--- src/rtl/rr_decoder_arbiter.sv ---
// Round-robin arbiter for four requesters sharing one 2-to-4 decoder select path.
// The registered grant index drives the decoder inputs (a = gnt_idx[1], b = gnt_idx[0]).
// Each grant is held for at most MAX_HOLD cycles. At least GAP_CYCLES grant-free cycles
// separate any two grants. A grant that is cut off by the hold limit raises preempt
// for one cycle.
module rr_decoder_arbiter #(
  parameter int MAX_HOLD   = 8,
  parameter int GAP_CYCLES = 1
) (
  input  logic       clk,
  input  logic       rst,
  input  logic [3:0] req,
  output logic [3:0] gnt,
  output logic [1:0] gnt_idx,
  output logic       gnt_valid,
  output logic       preempt
);

  localparam int HW = $clog2(MAX_HOLD + 1);
  localparam int GW = $clog2(GAP_CYCLES + 1);
  localparam logic [HW-1:0] HOLD_MAX = HW'(MAX_HOLD);
  localparam logic [HW-1:0] HOLD_ONE = HW'(1);
  localparam logic [GW-1:0] GAP_LAST = GW'(GAP_CYCLES - 1);
  localparam logic [GW-1:0] GAP_ONE  = GW'(1);

  typedef enum logic [1:0] {S_IDLE, S_GRANT, S_GAP} state_t;

  state_t        state_q;
  logic [3:0]    gnt_q;
  logic [1:0]    gnt_idx_q;
  logic          gnt_valid_q;
  logic          preempt_q;
  logic [HW-1:0] hold_cnt_q;
  logic [GW-1:0] gap_cnt_q;
  logic [1:0]    last_q;

  // Winner search: {found, index}. The scan starts one past the last winner and wraps.
  function automatic logic [2:0] rr_pick(input logic [3:0] r, input logic [1:0] last);
    logic [2:0] res;
    logic [1:0] cand;
    res = 3'b000;
    for (int k = 1; k <= 4; k++) begin
      cand = last + 2'(k);
      if (!res[2] && r[cand]) res = {1'b1, cand};
    end
    return res;
  endfunction

  logic [2:0] arb_d;
  logic [3:0] win_oh_d;

  assign arb_d    = rr_pick(req, last_q);
  assign win_oh_d = 4'b0001 << arb_d[1:0];

  // Arbitration FSM. The grant, index, valid and preempt outputs are registered here.
  always_ff @(posedge clk or posedge rst) begin
    if (rst) begin
      state_q     <= S_IDLE;
      gnt_q       <= 4'b0000;
      gnt_idx_q   <= 2'd0;
      gnt_valid_q <= 1'b0;
      preempt_q   <= 1'b0;
      hold_cnt_q  <= '0;
      gap_cnt_q   <= '0;
      last_q      <= 2'd3;
    end else begin
      preempt_q <= 1'b0;
      case (state_q)
        S_IDLE: begin
          if (arb_d[2]) begin
            gnt_q       <= win_oh_d;
            gnt_idx_q   <= arb_d[1:0];
            gnt_valid_q <= 1'b1;
            last_q      <= arb_d[1:0];
            hold_cnt_q  <= HOLD_ONE;
            state_q     <= S_GRANT;
          end
        end
        S_GRANT: begin
          if (!req[gnt_idx_q]) begin
            // Normal release. This takes priority over the hold limit in the same cycle.
            gnt_q       <= 4'b0000;
            gnt_valid_q <= 1'b0;
            gap_cnt_q   <= '0;
            state_q     <= S_GAP;
          end else if (hold_cnt_q == HOLD_MAX) begin
            gnt_q       <= 4'b0000;
            gnt_valid_q <= 1'b0;
            preempt_q   <= 1'b1;
            gap_cnt_q   <= '0;
            state_q     <= S_GAP;
          end else begin
            hold_cnt_q  <= hold_cnt_q + HOLD_ONE;
          end
        end
        S_GAP: begin
          if (gap_cnt_q == GAP_LAST) begin
            if (arb_d[2]) begin
              gnt_q       <= win_oh_d;
              gnt_idx_q   <= arb_d[1:0];
              gnt_valid_q <= 1'b1;
              last_q      <= arb_d[1:0];
              hold_cnt_q  <= HOLD_ONE;
              state_q     <= S_GRANT;
            end else begin
              state_q     <= S_IDLE;
            end
          end else begin
            gap_cnt_q <= gap_cnt_q + GAP_ONE;
          end
        end
        default: state_q <= S_IDLE;
      endcase
    end
  end

  assign gnt       = gnt_q;
  assign gnt_idx   = gnt_idx_q;
  assign gnt_valid = gnt_valid_q;
  assign preempt   = preempt_q;

endmodule

--- config.mk ---
export PLATFORM = sky130hd
export DESIGN_NAME = rr_decoder_arbiter
export DESIGN_NICKNAME = d
export VERILOG_FILES = /design/src/rtl/rr_decoder_arbiter.sv
export SDC_FILE = /design/constraint.sdc
export NUM_CORES = 1
export LEC_CHECK = 0
export CAP_MARGIN = 20
export CORE_MARGIN = 5
export CORE_UTILIZATION = 49
export CTS_CLUSTER_DIAMETER = 150
export DETAILED_ROUTE_END_ITERATION = 7
export PLACE_DENSITY = 0.8
export SYNTH_ARGS = -nofsm -noshare
export SYNTH_HDL_FRONTEND = slang
export SYNTH_SLANG_ARGS = --single-unit
--- constraint.sdc ---
create_clock -name clk -period 2.1 [get_ports clk]
set_input_delay 0.525 -clock clk [delete_from_list [all_inputs] [get_ports clk]]
set_output_delay 0.525 -clock clk [all_outputs]
set_load 0.01 [all_outputs]
==> results of run 1 <==
-- synthesized netlist by cell type, types with 2 or more instances --
cell,count
nand2_1,7
nor2b_1,2
a21oi_1,4
nor2_1,8
mux2_2,2
a21o_1,2
nand3b_1,2
inv_1,3
nand3_1,5
nand2b_1,4
dfstp_2,2
ha_1,2
o2bb2ai_1,2
dfrtp_1,14
or2_2,2
mux2i_1,2
-- cells in the final DEF, fill, tap and decap left out, drive strengths merged, types with 2 or more instances in the layout --
cell type,count
ha,2
nand2,7
clkbuf,4
nand2b,4
buf,7
o2bb2ai,2
nand3,5
dfrtp,14
mux2i,2
inv,3
dfstp,2
nand3b,2
mux2,2
a21o,3
nor2b,2
a21oi,4
or2,2
clkdlybuf4s50,13
nor2,8
-- metal layers --
metal / wire length [um] / global-route usage
met1: 685 / 0.173
met3: 94 / 0.0414
met4: 9 / 0.0393
met5: 0 / 0
met2: 722 / 0.207
-- layout make-up --
type                    count  area [um^2]
repair buffers             20          183
inverters                   3         11.3
clock buffers               4         36.3
well taps                  16         20.0
fillers                   132          505
flip-flops and latches     16          403
multi-input cells          54          365
-- logic make-up after synthesis --
logic type	synth area share
compound gates	0.141
flops	0.509
mux	0.0823
fa+ha+maj	0.0316
buf+inv	0.0285
simple gates	0.207
-- registers in the layout (all words and copies together), names as in the netlist --
signal      count
gnt_valid       1
preempt         1
last_q          2
gnt_idx         2
state_q         2
gnt             4
hold_cnt_q      4
-- power by group --
group	internal, mW	switching, mW
clock network	0.105	0.0932
registers	0.444	0.101
logic	0.362	0.304
-- stage by stage --
| stage | instances | total power [mW] | setup WS [ps] | setup TNS [ps] |
|---|---|---|---|---|
| 2_1_floorplan | 74 | 0.979 | 347 | 0 |
| 3_3_place_gp | 109 | 1.20 | -31.4 | -57.0 |
| 3_5_place_dp | 109 | 1.22 | -72.2 | -190 |
| 4_1_cts | 113 | 1.43 | 230 | 0 |
| 5_1_grt | 113 | 1.52 | 188 | 0 |
| 6_report | 113 | 1.41 | 242 | 0 |
-- worst max-delay path by stage --
| stage | from | endpoint | cells past startpoint |
|---|---|---|---|
| 6_report | req[3] | gnt[1]$_DFFE_PP0P_ | 5 |
| 5_1_grt | req[2] | hold_cnt_q[0]$_DFFE_PP0P_ | 6 |
| 4_1_cts | req[3] | gnt[1]$_DFFE_PP0P_ | 5 |
| 3_5_place_dp | req[3] | gnt[1]$_DFFE_PP0P_ | 5 |
| 3_3_place_gp | req[3] | gnt[1]$_DFFE_PP0P_ | 5 |
| 2_1_floorplan | req[3] | gnt[1]$_DFFE_PP0P_ | 5 |
-- critical path, stage by stage --
cell             delay (ps)
clkdlybuf4s50_1         420
mux4_2                  490
and3_1                  200
a21o_4                  200
a32o_1                  190
==> run_results.csv, run 1 <==
group,metric,value,unit
hold_path,hold_path_depth,1,
timing,whs,491,ps
timing,finalMaxSlewViolations,0,
cells_and_area,n_antenna_cell,0,
power_and_ir_drop,max-vdd-ir-drop,0.000833,V
routing,postRouteAntennaNets,0,
cells_and_area,nets,106,
critical_path,critPathKind,"in2reg",
power_and_ir_drop,power_density,1380,nW/um^2
cts,cts_sinks,16,
cts,cts_resized,0,
synthesis,syn_inst,74,
synthesis,synth_top_cell_by_area,"dfrtp_1",
floorplan,io_pins,14,
timing,fin_skew,0.502,ps
routing,dr.pass1.iters,4,
timing,worst_pin_slew,576,ps
synthesis,ys_seq_area_frac,0.509,
floorplan,die_y,50.2,um
floorplan,start_util,0.519,
cells_and_area,final_util,0.668,
synthesis,synth.top_cell.area_share,0.443,
critical_path,cp.arrival,2040,ps
placement,dpl_cell_area,982,um^2
timing,finalSetupViolCount,0,
cts,clockRootBuffer,"clkbuf_4",
global_route,antenna_found_initial,0,
timing,max_slew_margin,0.616,
synthesis,synth_area_leaders,"dfrtp_1 44%, dfstp_2 6.6%, nor2_1 3.8%, nand2_1 3.3%, ha_1 3.2%",
global_route,grt_max_degree,17,
timing,period_minus_slack,1860,ps
timing,rsz0062_at_grt,"false",
cts,insertion_delay,280,ps
routing,wirelength,1510,um
hold_path,hp-class,"reg2reg",
global_route,grt_usage,0.132,
power_and_ir_drop,p_leak,0.464,nW
floorplan,fp.dieW,50.2,um
routing,vias,598,
critical_path,critPathMaxFanout,4,
critical_path,r2r_cells,4,
cts,cts_tree,"built",
synthesis,yosysWarnings,0,
cts,numCtsBuffers,3,
synthesis,ys_ff_latch,16,
cells_and_area,final_cell_area,1020,um^2
job,maxCapViolCount,0,
hold_path,min_to,"gnt[2]$_DFFE_PP0P_",
floorplan,row_count,14,
global_route,grt_pass1_wl,2630,um
critical_path,cp.required,2280,ps
routing,route.detailed.drc,0,
hold_path,min_from,"gnt[2]$_DFFE_PP0P_",
timing,timing.final.crit_share,0.885,
routing,first_iter_violations,13,
synthesis,synth.cell_area,791,um^2
floorplan,dieArea,2520,um^2
routing,wire_per_inst,13.4,um
cts,hold_buffers,0,
critical_path,r2r_start,"gnt_idx[1]$_DFFE_PP0P_",
placement,port_buffers,13,
synthesis,syn_area_per_cell,10.7,um^2
timing,fmax,538,MHz
timing,final-hold-violation-count,0,
routing,via_per_inst,5.29,
critical_path,end_kind,"register",
critical_path,startpoint_type,"input pin",
outcome,outcome,"complete, no violations",
synthesis,syn_nets,82,
global_route,grt_pass1_vias,608,
cells_and_area,area_delta_synth_final,28.8,%
placement,gp_congestion,0.758,
cts,path_clk_slew,90,ps
synthesis,synth_edf_count,0,
synthesis,ys.flop_type,"dfrtp_1",
critical_path,regToRegSetupSlack,460,ps
critical_path,regToRegEndpoint,"gnt[1]$_DFFE_PP0P_",
floorplan,core,1520,um^2
cts,htreeDepth,1,
global_route,grt-ovfl-total,0,
placement,place_hpwl,1220,um
synthesis,async_flop_share,1.00,
synthesis,yosysUniqueCellTypes,27,
cts,cts_buffer_depth,2,
cts,cts_setup_buffers,0,
cells_and_area,drive_gt1_frac,0.206,
Power figures use the tool's default switching activity.
==> run 2, diff against run 1 <==
--- a/config.mk
+++ b/config.mk
@@ -6,7 +6,6 @@
 export NUM_CORES = 1
 export LEC_CHECK = 0
 export CAP_MARGIN = 20
-export CORE_MARGIN = 5
 export CORE_UTILIZATION = 49
 export CTS_CLUSTER_DIAMETER = 150
 export DETAILED_ROUTE_END_ITERATION = 7
==> run 2 against run 1 <==
Compared with the run above:
- power is 0.90% lower
- die area down 29%
- clock power about the same
- first-iteration DRC count down 46%
- hold slack improved by 17 ps
- global-route usage rose by 5.9 points
- flip-flop and latch count unchanged
- critical path depth unchanged
- clock-buffer cell count did not move
- combinational power fell by 2%
- largest cell class unchanged
- largest power group unchanged
- highest routed layer unchanged
==> run_results.csv, run 2 (same netlist as run 1, synthesis figures left out) <==
group,metric,value,unit
timing,max_slew_margin,0.615,
floorplan,dieArea,1780,um^2
critical_path,cp.arrival,2030,ps
routing,route.detailed.drc,0,
global_route,grt_max_degree,17,
critical_path,cp.required,2270,ps
routing,wirelength,1440,um
routing,vias,613,
cts,path_clk_slew,90,ps
timing,fin_skew,6.65,ps
floorplan,die_y,42.2,um
critical_path,end_kind,"register",
cts,cts_setup_buffers,0,
cells_and_area,final_cell_mix,"14 x dfrtp_1, 13 x clkdlybuf4s50_1, 8 x nor2_1",
global_route,gr-usage-met3,0.0388,
routing,wire_per_inst,12.8,um
power_and_ir_drop,max-vdd-ir-drop,0.000723,V
floorplan,fp.dieW,42.2,um
routing,first_iter_violations,7,
hold_path,hp-class,"reg2reg",
floorplan,row_count,14,
cells_and_area,regArea,403,um^2
cts,cts_sinks,16,
timing,finalSetupViolCount,0,
routing,via_per_inst,5.47,
timing,final.setup.tns,0,ps
timing,timing.final.crit_share,0.882,
cts,cts_resized,0,
outcome,outcome,"complete, no violations",
timing,period_minus_slack,1850,ps
cts,clockRootBuffer,"clkbuf_4",
placement,port_buffers,13,
power_and_ir_drop,p_leak,0.459,nW
cells_and_area,drive_gt1_frac,0.198,
power_and_ir_drop,intPower,0.902,mW
power_and_ir_drop,comb_power_share,0.468,
floorplan,core,1510,um^2
critical_path,crit_path_cell_trace,"clkdlybuf4s50_1 -> mux4_2 -> and3_1 -> a21o_4 -> a32o_1",
global_route,gr-usage-met1,0.245,
global_route,antenna_found_initial,0,
floorplan,start_util,0.525,
critical_path,slowest_delay,490,ps
global_route,grt_usage,0.191,
global_route,grt_pass1_wl,2570,um
power_and_ir_drop,p_sw,0.495,mW
cells_and_area,nets,105,
critical_path,startpoint_type,"input pin",
placement,gp_congestion,0.762,
critical_path,cp_slowest_cell,"mux4_2",
cts,hold_buffers,0,
power_and_ir_drop,pwr-share-clk,0.142,
placement,place_hpwl,1090,um
global_route,grt_pass1_vias,619,
routing,postRouteAntennaNets,0,
cells_and_area,nFillCells,120,
timing,fmax,540,MHz
cells_and_area,final_common_cell,"dfrtp_1",
global_route,grtUsageMet2,0.308,
routing,dr.pass1.iters,4,
cells_and_area,n_antenna_cell,0,
cts,cts_buffer_depth,2,
cells_and_area,multi_input_area,365,um^2
timing,final-hold-violation-count,0,
cts,htreeDepth,1,
floorplan,io_pins,14,
critical_path,critPathKind,"in2reg",
timing,finalMaxSlewViolations,0,
global_route,grt-ovfl-total,0,
cts,cts_tree,"built",
cts,insertion_delay,280,ps
power_and_ir_drop,power_density,1380,nW/um^2
job,maxCapViolCount,0,
power_and_ir_drop,seqPwrFrac,0.390,
cells_and_area,final_util,0.671,
timing,rsz0062_at_grt,"false",
timing,worst_pin_slew,576,ps
cells_and_area,area_delta_synth_final,27.8,%
global_route,top_usage_layer,"met2",
power_and_ir_drop,swShare,0.354,
critical_path,critPathMaxFanout,4,
cts,numCtsBuffers,3,
-- run 2: changes by cell type in the layout (fill, tap and decap cells not counted) --
cell   delta
buf_4     -1
-- run 2: power by group through the flow --
stage | clock network, mW | logic [mW] | registers, mW
after floorplan | 0 | 0.425 | 0.554
after global placement | 0 | 0.644 | 0.547
after detailed placement | 0 | 0.651 | 0.552
after CTS | 0.205 | 0.659 | 0.545
after global routing | 0.221 | 0.726 | 0.564
final | 0.198 | 0.654 | 0.544
-- run 2: through the flow --
| stage | hold WS (ps) | instances | power (mW) | area (um^2) | worst slack, ps |
|---|---|---|---|---|---|
| 5_1_grt | 520 | 112 | 1.51 | 1010 | 186 |
| 4_1_cts | 511 | 112 | 1.41 | 1010 | 250 |
| 6_report | 507 | 112 | 1.40 | 1010 | 247 |
| 3_3_place_gp | 484 | 108 | 1.19 | 975 | -33.7 |
| 2_1_floorplan | 437 | 74 | 0.979 | 791 | 347 |
| 3_5_place_dp | 482 | 108 | 1.20 | 975 | -44.4 |
-- run 2: final timing paths --
path / from / to / slack [ps] / cells after the start
max in group asynchronous: rst / last_q[0]$_DFFE_PP1P_ / 1130 / 2
hold / removal: gnt[0]$_DFFE_PP0P_ / gnt[0]$_DFFE_PP0P_ / 510 / 1
setup reg to reg: gnt_idx[1]$_DFFE_PP0P_ / gnt[1]$_DFFE_PP0P_ / 460 / 4
hold reg to reg: gnt[0]$_DFFE_PP0P_ / gnt[0]$_DFFE_PP0P_ / 510 / 1
setup / recovery: req[3] / gnt[1]$_DFFE_PP0P_ / 250 / 5
min in group asynchronous: rst / hold_cnt_q[0]$_DFFE_PP0P_ / 590 / 2
-- run 2: layout make-up --
type,instances,share of cell area
clock buffers,4,0.0359
inverters,3,0.0111
multi-input cells,54,0.361
flip-flops and latches,16,0.399
well taps,16,0.0198
repair buffers,19,0.173
-- run 2: critical path: cells and delay by family --
family	cells	cell delay [ps]
buffers and inverters	1	420
AND/OR/NAND/NOR	1	190
AO/OA/AOI/OAI	2	390
multiplexers	1	490
-- run 2: per-layer routing --
metal  vias up  wire length [um]
li1        306                 -
met1       292               713
met2        13               666
met3         2                50
met4         0                 9
met5         -                 0
==> run 3, diff against run 2 <==
--- a/config.mk
+++ b/config.mk
@@ -9,7 +9,10 @@
 export CORE_UTILIZATION = 49
 export CTS_CLUSTER_DIAMETER = 150
 export DETAILED_ROUTE_END_ITERATION = 7
+export GPL_TIMING_DRIVEN = 0
 export PLACE_DENSITY = 0.8
+export SLEW_MARGIN = 20
 export SYNTH_ARGS = -nofsm -noshare
 export SYNTH_HDL_FRONTEND = slang
 export SYNTH_SLANG_ARGS = --single-unit
+export TNS_END_PERCENT = 10
==> run 3 against run 2 <==
Compared with the run above:
- routed wire length shrank 0.56%
- die area is the same
- sequential power is essentially flat
- power shrank 0.48%
- critical path depth grew 1
- highest routed layer unchanged
- register-to-register slack lost 80 ps
- combinational power shrank 1%
- maximum frequency shrank 9.1%
==> run_results.csv, run 3 (same netlist as run 1, synthesis figures left out) <==
group,metric,value,unit
timing,final-hold-violation-count,0,
placement,dp_worst_setup_slack,-240,ps
routing,vias,600,
floorplan,start_util,0.525,
global_route,antenna_found_initial,0,
critical_path,slowest_delay,510,ps
global_route,grt_usage,0.180,
timing,final.setup.tns,0,ps
placement,port_buffers,13,
critical_path,cp.arrival,2220,ps
power_and_ir_drop,total_power,1.39,mW
cells_and_area,n_antenna_cell,0,
floorplan,io_pins,14,
critical_path,r2r_cells,5,
timing,worst_pin_slew,664,ps
cts,cts_buffer_depth,2,
routing,wire_per_inst,13.4,um
critical_path,end_kind,"register",
critical_path,regToRegSetupSlack,380,ps
critical_path,regToRegEndpoint,"gnt[1]$_DFFE_PP0P_",
timing,timing.final.crit_share,0.971,
critical_path,critPathKind,"in2reg",
power_and_ir_drop,p_leak,0.436,nW
timing,fmax,491,MHz
routing,postRouteAntennaNets,0,
critical_path,cp.required,2280,ps
timing,setup_ws,61.5,ps
timing,max_slew_margin,0.558,
floorplan,core,1510,um^2
critical_path,startpoint_type,"input pin",
timing,fin_skew,2.67,ps
cells_and_area,fin_cells,107,
cts,path_clk_slew,90,ps
global_route,grt-ovfl-total,0,
cts,cts_resized,0,
cts,cts_tree,"built",
global_route,grt_max_degree,17,
critical_path,worstSetupEndpoint,"gnt[1]$_DFFE_PP0P_",
power_and_ir_drop,power_density,1420,nW/um^2
cells_and_area,final_cell_area,977,um^2
timing,period_minus_slack,2040,ps
cts,hold_buffers,0,
placement,dpl_cell_area,941,um^2
critical_path,worstSetupStartpoint,"req[1]",
cts,insertion_delay,280,ps
floorplan,dieArea,1780,um^2
routing,dr.pass1.iters,2,
cells_and_area,final_common_cell,"dfrtp_1",
outcome,outcome,"complete, no violations",
routing,wirelength,1430,um
routing,via_per_inst,5.61,
job,maxCapViolCount,0,
cells_and_area,nFillCells,124,
timing,finalMaxSlewViolations,0,
timing,finalSetupViolCount,0,
power_and_ir_drop,max-vdd-ir-drop,0.000852,V
critical_path,cp_slowest_cell,"mux4_2",
critical_path,crit_path_cell_trace,"clkdlybuf4s50_1 -> mux4_2 -> and3_1 -> buf_6 -> a21o_4 -> a32o_1",
placement,place_hpwl,1040,um
critical_path,critPathMaxFanout,8,
cells_and_area,drive_gt1_frac,0.154,
cts,clockRootBuffer,"clkbuf_4",
cts,numCtsBuffers,3,
routing,first_iter_violations,8,
floorplan,fp.dieW,42.2,um
floorplan,row_count,14,
global_route,grt_pass1_vias,553,
cells_and_area,area_delta_synth_final,23.6,%
critical_path,r2r_start,"gnt_idx[1]$_DFFE_PP0P_",
cts,cts_setup_buffers,0,
cts,htreeDepth,1,
routing,route.detailed.drc,0,
cells_and_area,final_util,0.649,
hold_path,hp-class,"reg2reg",
timing,rsz0062_at_grt,"false",
global_route,grt_pass1_wl,2440,um
cells_and_area,final_cell_mix,"14 x dfrtp_1, 13 x clkdlybuf4s50_1, 8 x nor2_1",
cts,cts_sinks,16,
timing,whs,497,ps
placement,dp_cells,103,
placement,gp_congestion,0.714,
cells_and_area,nets,100,
floorplan,die_y,42.2,um
run 3: worst max-delay path: cells and delay by family:
kind	cells	cell delay, ps
AO/OA/AOI/OAI	2	380
buffers and inverters	2	620
multiplexers	1	510
AND/OR/NAND/NOR	1	170
run 3: how the worst min path moves through the flow:
stage	cells after the start	slack [ps]	start	to
after floorplan	1	440	rst	gnt[0]$_DFFE_PP0P_
after global placement	1	480	gnt[2]$_DFFE_PP0P_	gnt[2]$_DFFE_PP0P_
after detailed placement	1	480	gnt[1]$_DFFE_PP0P_	gnt[1]$_DFFE_PP0P_
after CTS	1	500	gnt[1]$_DFFE_PP0P_	gnt[1]$_DFFE_PP0P_
after global routing	1	530	gnt[1]$_DFFE_PP0P_	gnt[1]$_DFFE_PP0P_
final	1	500	gnt[1]$_DFFE_PP0P_	gnt[1]$_DFFE_PP0P_
run 3: power breakdown:
part           total [mW]  internal [mW]  leakage (nW)  switching, mW
Combinational       0.646          0.343         0.216          0.302
Sequential          0.541          0.444         0.199         0.0979
Clock               0.202          0.106        0.0210         0.0968
Total                1.39          0.892         0.436          0.497
run 3: cell type report:
cell class                      instances  area (um^2)  area share
Buffer                                  1         11.3      0.0115
Tap cell                               16         20.0      0.0205
Timing Repair Buffer                   13          130       0.133
Multi-Input combinational cell         54          365       0.374
Sequential cell                        16          403       0.412
Clock buffer                            4         36.3      0.0371
Inverter                                3         11.3      0.0115
run 3: layer usage:
metal	vias up	global-route usage	share of wire
met4	0	0.0563	0.010
li1	296	-	-
met3	3	0.0388	0.031
met1	289	0.259	0.52
met2	12	0.274	0.43
met5	-	0	0
